===== src/rtl/alu_share_sched.sv =====
// alu_share_sched: round-robin scheduler that shares one small ALU between two requesters.
// Add/sub finish after one execute cycle; multiplies use a one-bit-per-cycle shift-add engine.
module alu_share_sched #(
  parameter int NBITS_OP  = 3,
  parameter int NBITS_RES = 8
) (
  input  logic                  clk_2,
  input  logic                  rst_n,
  input  logic [1:0]            req_valid,
  input  logic [3:0]            req_op,
  input  logic [2*NBITS_OP-1:0] req_a,
  input  logic [2*NBITS_OP-1:0] req_b,
  output logic [1:0]            req_ready,
  output logic                  res_valid,
  output logic                  res_id,
  output logic [NBITS_RES-1:0]  res_data,
  output logic                  busy
);

  localparam int CW   = (NBITS_OP > 1) ? $clog2(NBITS_OP) : 1;
  localparam int PADW = NBITS_RES - NBITS_OP - 1;

  typedef enum logic [1:0] {
    IDLE = 2'd0,
    EXEC = 2'd1,
    MUL  = 2'd2,
    DONE = 2'd3
  } state_t;

  // One extra bit so that the most negative operand still has a representable magnitude.
  function automatic logic [NBITS_OP:0] magnitude(input logic [NBITS_OP-1:0] v, input logic is_signed);
    logic [NBITS_OP:0] ext;
    ext = {is_signed & v[NBITS_OP-1], v};
    if (ext[NBITS_OP]) begin
      magnitude = -ext;
    end else begin
      magnitude = ext;
    end
  endfunction

  function automatic logic [NBITS_RES-1:0] zext(input logic [NBITS_OP-1:0] v);
    zext = {{(NBITS_RES-NBITS_OP){1'b0}}, v};
  endfunction

  state_t                state_r;
  logic                  ptr_r;
  logic                  id_r;
  logic                  mode_r;   // op bit 0: subtract for add/sub, signed for multiply
  logic [NBITS_OP-1:0]   a_r;
  logic [NBITS_OP-1:0]   b_r;
  logic [CW-1:0]         cnt_r;
  logic [NBITS_RES-1:0]  acc_r;
  logic                  res_valid_r;
  logic                  res_id_r;
  logic [NBITS_RES-1:0]  res_data_r;
  logic                  busy_r;

  logic                  grant_s;
  logic                  accept_s;
  logic [1:0]            sel_op_s;
  logic [NBITS_OP-1:0]   sel_a_s;
  logic [NBITS_OP-1:0]   sel_b_s;
  logic [NBITS_OP:0]     mag_a_s;
  logic [NBITS_OP:0]     mag_b_s;
  logic                  neg_s;
  logic [NBITS_RES-1:0]  partial_s;
  logic [NBITS_RES-1:0]  acc_next_s;
  logic [NBITS_RES-1:0]  prod_s;
  logic [NBITS_RES-1:0]  addsub_s;

  // Round-robin arbitration and same-cycle accept strobe.
  always_comb begin
    case (req_valid)
      2'b01:   grant_s = 1'b0;
      2'b10:   grant_s = 1'b1;
      2'b11:   grant_s = ptr_r;
      default: grant_s = 1'b0;
    endcase
    accept_s = rst_n && (state_r == IDLE) && (req_valid != 2'b00);
    if (accept_s) begin
      req_ready = grant_s ? 2'b10 : 2'b01;
    end else begin
      req_ready = 2'b00;
    end
    if (grant_s) begin
      sel_op_s = req_op[3:2];
      sel_a_s  = req_a[2*NBITS_OP-1:NBITS_OP];
      sel_b_s  = req_b[2*NBITS_OP-1:NBITS_OP];
    end else begin
      sel_op_s = req_op[1:0];
      sel_a_s  = req_a[NBITS_OP-1:0];
      sel_b_s  = req_b[NBITS_OP-1:0];
    end
  end

  // ALU datapath: add/sub result and one shift-add step on operand magnitudes.
  always_comb begin
    mag_a_s   = magnitude(a_r, mode_r);
    mag_b_s   = magnitude(b_r, mode_r);
    neg_s     = mode_r & (a_r[NBITS_OP-1] ^ b_r[NBITS_OP-1]);
    partial_s = {{PADW{1'b0}}, mag_a_s} << cnt_r;
    if (mag_b_s[cnt_r]) begin
      acc_next_s = acc_r + partial_s;
    end else begin
      acc_next_s = acc_r;
    end
    if (neg_s) begin
      prod_s = -acc_next_s;
    end else begin
      prod_s = acc_next_s;
    end
    if (mode_r) begin
      addsub_s = zext(a_r) - zext(b_r);
    end else begin
      addsub_s = zext(a_r) + zext(b_r);
    end
  end

  // Scheduler FSM with registered result outputs.
  always_ff @(posedge clk_2 or negedge rst_n) begin
    if (!rst_n) begin
      state_r     <= IDLE;
      ptr_r       <= 1'b0;
      id_r        <= 1'b0;
      mode_r      <= 1'b0;
      a_r         <= {NBITS_OP{1'b0}};
      b_r         <= {NBITS_OP{1'b0}};
      cnt_r       <= {CW{1'b0}};
      acc_r       <= {NBITS_RES{1'b0}};
      res_valid_r <= 1'b0;
      res_id_r    <= 1'b0;
      res_data_r  <= {NBITS_RES{1'b0}};
      busy_r      <= 1'b0;
    end else begin
      case (state_r)
        IDLE: begin
          res_valid_r <= 1'b0;
          if (accept_s) begin
            ptr_r   <= ~grant_s;
            id_r    <= grant_s;
            mode_r  <= sel_op_s[0];
            a_r     <= sel_a_s;
            b_r     <= sel_b_s;
            cnt_r   <= {CW{1'b0}};
            acc_r   <= {NBITS_RES{1'b0}};
            busy_r  <= 1'b1;
            state_r <= sel_op_s[1] ? MUL : EXEC;
          end else begin
            busy_r  <= 1'b0;
            state_r <= IDLE;
          end
        end
        EXEC: begin
          res_data_r  <= addsub_s;
          res_id_r    <= id_r;
          res_valid_r <= 1'b1;
          state_r     <= DONE;
        end
        MUL: begin
          acc_r <= acc_next_s;
          if (cnt_r == CW'(NBITS_OP-1)) begin
            res_data_r  <= prod_s;
            res_id_r    <= id_r;
            res_valid_r <= 1'b1;
            state_r     <= DONE;
          end else begin
            cnt_r   <= cnt_r + CW'(1);
            state_r <= MUL;
          end
        end
        DONE: begin
          res_valid_r <= 1'b0;
          busy_r      <= 1'b0;
          state_r     <= IDLE;
        end
        default: begin
          res_valid_r <= 1'b0;
          busy_r      <= 1'b0;
          state_r     <= IDLE;
        end
      endcase
    end
  end

  assign res_valid = res_valid_r;
  assign res_id    = res_id_r;
  assign res_data  = res_data_r;
  assign busy      = busy_r;

endmodule

===== config.mk =====
export PLATFORM = sky130hd
export DESIGN_NAME = alu_share_sched
export DESIGN_NICKNAME = d
export VERILOG_FILES = /design/src/rtl/alu_share_sched.sv
export SDC_FILE = /design/constraint.sdc
export NUM_CORES = 1
export LEC_CHECK = 0
export ABC_AREA = 1
export BUFFER_PORTS_ARGS = -buffer_cell sky130_fd_sc_hd__buf_2
export CORE_MARGIN = 3
export CORE_UTILIZATION = 60
export CTS_CLUSTER_DIAMETER = 60
export DETAILED_ROUTE_END_ITERATION = 7
export MAX_ROUTING_LAYER = met4
export PLACE_DENSITY = 0.86
export RECOVER_POWER = 50
export SETUP_SLACK_MARGIN = 0.2
export SLEW_MARGIN = 40
export SYNTH_ARGS = -nofsm -noshare
export SYNTH_HDL_FRONTEND = slang
export SYNTH_SLANG_ARGS = --single-unit
export TNS_END_PERCENT = 50

===== constraint.sdc =====
create_clock -name clk_2 -period 6.2 [get_ports clk_2]
set_clock_uncertainty 0.2 [all_clocks]
set_input_delay 0.62 -clock clk_2 [delete_from_list [all_inputs] [get_ports clk_2]]
set_output_delay 0.62 -clock clk_2 [all_outputs]
set_load 0.1 [all_outputs]

==> results summary <==
The run finished with clean final reports. The maximum cell stage delay along the critical path is 530 ps. After synthesis, the mean cell area works out to around 7.6 um2. The yosys synthesis warning count came out at 0.

The cell count after synthesis is approximately 330. The die area is roughly 4900 um2. The first detailed-routing pass ran for 5 iterations. The mapped netlist covers 2466 um2.

Of the cells placed in the final design, the portion with a size suffix greater than 1 is roughly 16%. The startpoint of the worst register-to-register path is a_r[1]$_DFFE_PN0P_. The max-slew violation count came out at 0. STA classifies the critical path startpoint as a primary input.

Buffers inserted to repair hold after CTS numbered 0. The combined buffer and inverter count along the critical path is 3. The share of synthesized registers carrying an async set or reset came out at 100.0%. The class of the tightest hold or removal check is in -> async. The detailed router placed 2,318 vias in this run. After synthesis, the cell types taking the most area are dfrtp_1, nand2_1, ha_1.

Relative to the synthesized area, the layout overhead comes to 11.36%. The dominant register cell in the synthesized netlist is dfrtp_1. After floorplanning, the core was sized to cover roughly 3800 um2. The period utilization came out at between 50% and 60%.

The worst register-to-register path ends at res_data[7]$_DFFE_PN0P_. The routability-driven placement congestion ratio is roughly 0.84. The sort of element at the end of the critical path is a primary output.

Setup slack on the worst reg-to-reg path comes out at between 2000 and 3000 ps. The sequential-to-total area share from yosys stat is between 30% and 40%. The final setup TNS is 0 ps.

The category of the critical setup timing path is in -> out. The clock-pin slew of the registers on the worst-case setup and hold paths is around 70 ps. The longest clock path from root to sink contains 2 buffers. The worst pin sits at a relative slew slack of 22.38%. The total overflow left after global routing is 0. The horizontal die dimension is roughly 70 um.

The top-level port count came out at 33. The instance count on the critical path came out at 6. The first global-routing pass estimated 9818 um of wire. The slowest stage of the critical path is the buf_2 cell. At the pin with the least slew margin, the transition time is 1169 ps. The post-cts gate resize count came out at 0. The number of DRC violations after detailed-routing iteration 0 is ~210.

On the critical path the largest part of the delay comes from buffers and inverters. The final routed DRC violation total is 0. The portion of synthesized cell area occupied by the leading cell type came out at between 30% and 40%. Counting the fill cells in the layout gives approximately 310. The antenna violation net count after detailed routing is 0. The number of cells on the worst reg-to-reg path is 21. The distinct cell type count of the synthesized netlist came out at 34. The largest net degree at the start of global routing is 34.

The TritonCTS buffer count is 5. Counting flops with a built-in enable in the synthesized netlist gives 0. The die extent in y is ~70 um. STA puts the critical path data required time at about 5400 ps.

Along the worst path, the maximum fanout reaches 33. The hold violation count in the final report is 0. The synthesized design spends more area on one cell type than any other, namely dfrtp_1.

The final layout net count is 407. The signal on the critical path passes through buf_4, nand2_1, nor2_1, inv_1, a21oi_1, buf_2. The routed design could run at a clock period as short as 3695 ps. Based on the critical path, the design can be clocked at up to 0.2706 GHz. The final wirelength is about 5700 um. The number of buffers inserted by port buffering came out at 32. The number of max-cap violations is 0. The master cell of the clock root buffer is clkbuf_8. The post-detailed-route wirelength per cell came out at between 10 and 15 um.

The TritonCTS clock tree is yes. Setup repair after global routing left no endpoint under its margin. In the global route stage, overall resource usage came out at 25.13%. The deepest level of the CTS H-tree is 2.

Leaving out fill and tap cells, the most frequent cells in the layout are nand2_1, inv_1, dfrtp_1. The number of antenna violations at the first check in global routing is 0. Counting every sink on the clock net gives 32. The post-detailed-placement half-perimeter wirelength came out at 4411 um. After synthesis the netlist holds a flip-flop and latch count of 32. The final count of negative-setup-slack endpoints is 0.

0 antenna diodes ended up in the layout. The number of global-route vias before repair came to 2,202. The post-CTS setup repair buffer count is 0. The data arrival time of the critical path is roughly 2900 ps. Synthesis produced a netlist with a net count of 370. The placement row count is 22. The leading cell type in the layout, fill and taps excluded is nand2_1. The ratio of routed vias to standard cells came out at between 5 and 6. The clock network latency to the later pin of the worst-skew pair is approximately 290 ps. The effective utilization at floorplan is between 60% and 70%.
-- worst max-delay path by stage --
stage	to	start	slack (ps)
floorplan	req_ready[0]	state_r[0]$_DFF_PN0_	2520
global placement	req_ready[0]	rst_n	2470
detailed placement	req_ready[0]	rst_n	2400
CTS	req_ready[0]	rst_n	2390
global route	req_ready[0]	rst_n	2170
finish	req_ready[0]	rst_n	2500
-- sequential cells by signal (all words and copies together), names as in the netlist --
signal / count
state_r: 2
cnt_r: 2
a_r: 3
b_r: 3
res_data: 8
res_valid: 1
busy: 1
ptr_r: 1
res_id: 1
mode_r: 1
id_r: 1
acc_r: 8
-- stage by stage --
step	hold WS [ps]	setup slack [ps]	utilization (%)	std cells	instance area, um2
final	55.83	2505	72.30	411	2746
after detailed placement	269.0	2395	69.99	403	2659
after floorplan	124.4	2524	-	325	2466
after CTS	213.2	2389	72.46	411	2753
after global routing	98.94	2166	72.30	411	2746
after global placement	264.8	2469	69.99	403	2659
-- layout make-up --
cell class              count  area (um2)  share of cell area, %
multi-input cells         245        1461                  53.21
flip-flops and latches     32       800.8                  29.16
inverters                  46       173.9                  6.333
repair buffers             32       156.4                  5.695
clock buffers               7       86.33                  3.144
well taps                  48       60.06                  2.187
clock inverters             1       7.507                 0.2733
-- synthesized netlist by cell type, types with 3 or more instances --
library cell and number:
a21oi_1 15, nand2_4 6, fa_1 3, o22ai_1 6
nand3_1 27, nand4_1 3, nor2_1 26, nor2_2 4
o211ai_1 8, o21ai_0 16, nand2_1 84, inv_2 4
ha_1 22, inv_1 40, dfrtp_1 32, nand3_2 3
a31oi_1 3, nand3b_1 3
-- cell families after synthesis --
family                   after synthesis  synth area share [%]
AO/OA/AOI/OAI                         57                 15.07
flip-flops                            32                 32.47
buffers and inverters                 48                 8.168
other                                  1                0.1521
multiplexers                           1                0.4059
AND/OR/NAND/NOR                      160                 29.78
XOR/XNOR                               1                0.3552
adder cells (fa/ha/maj)               25                 13.60
-- layer usage --
layer	GRT usage (%)	vias up	part of all wire [%]
met5	-	-	0
met4	7.234	0	1.8
met3	5.612	14	5.2
met2	44.18	66	51
met1	28.61	1083	42
li1	-	1155	-
Power is not shown: default switching activity piles up to over one toggle a cycle in this logic, so the estimate is an artifact.
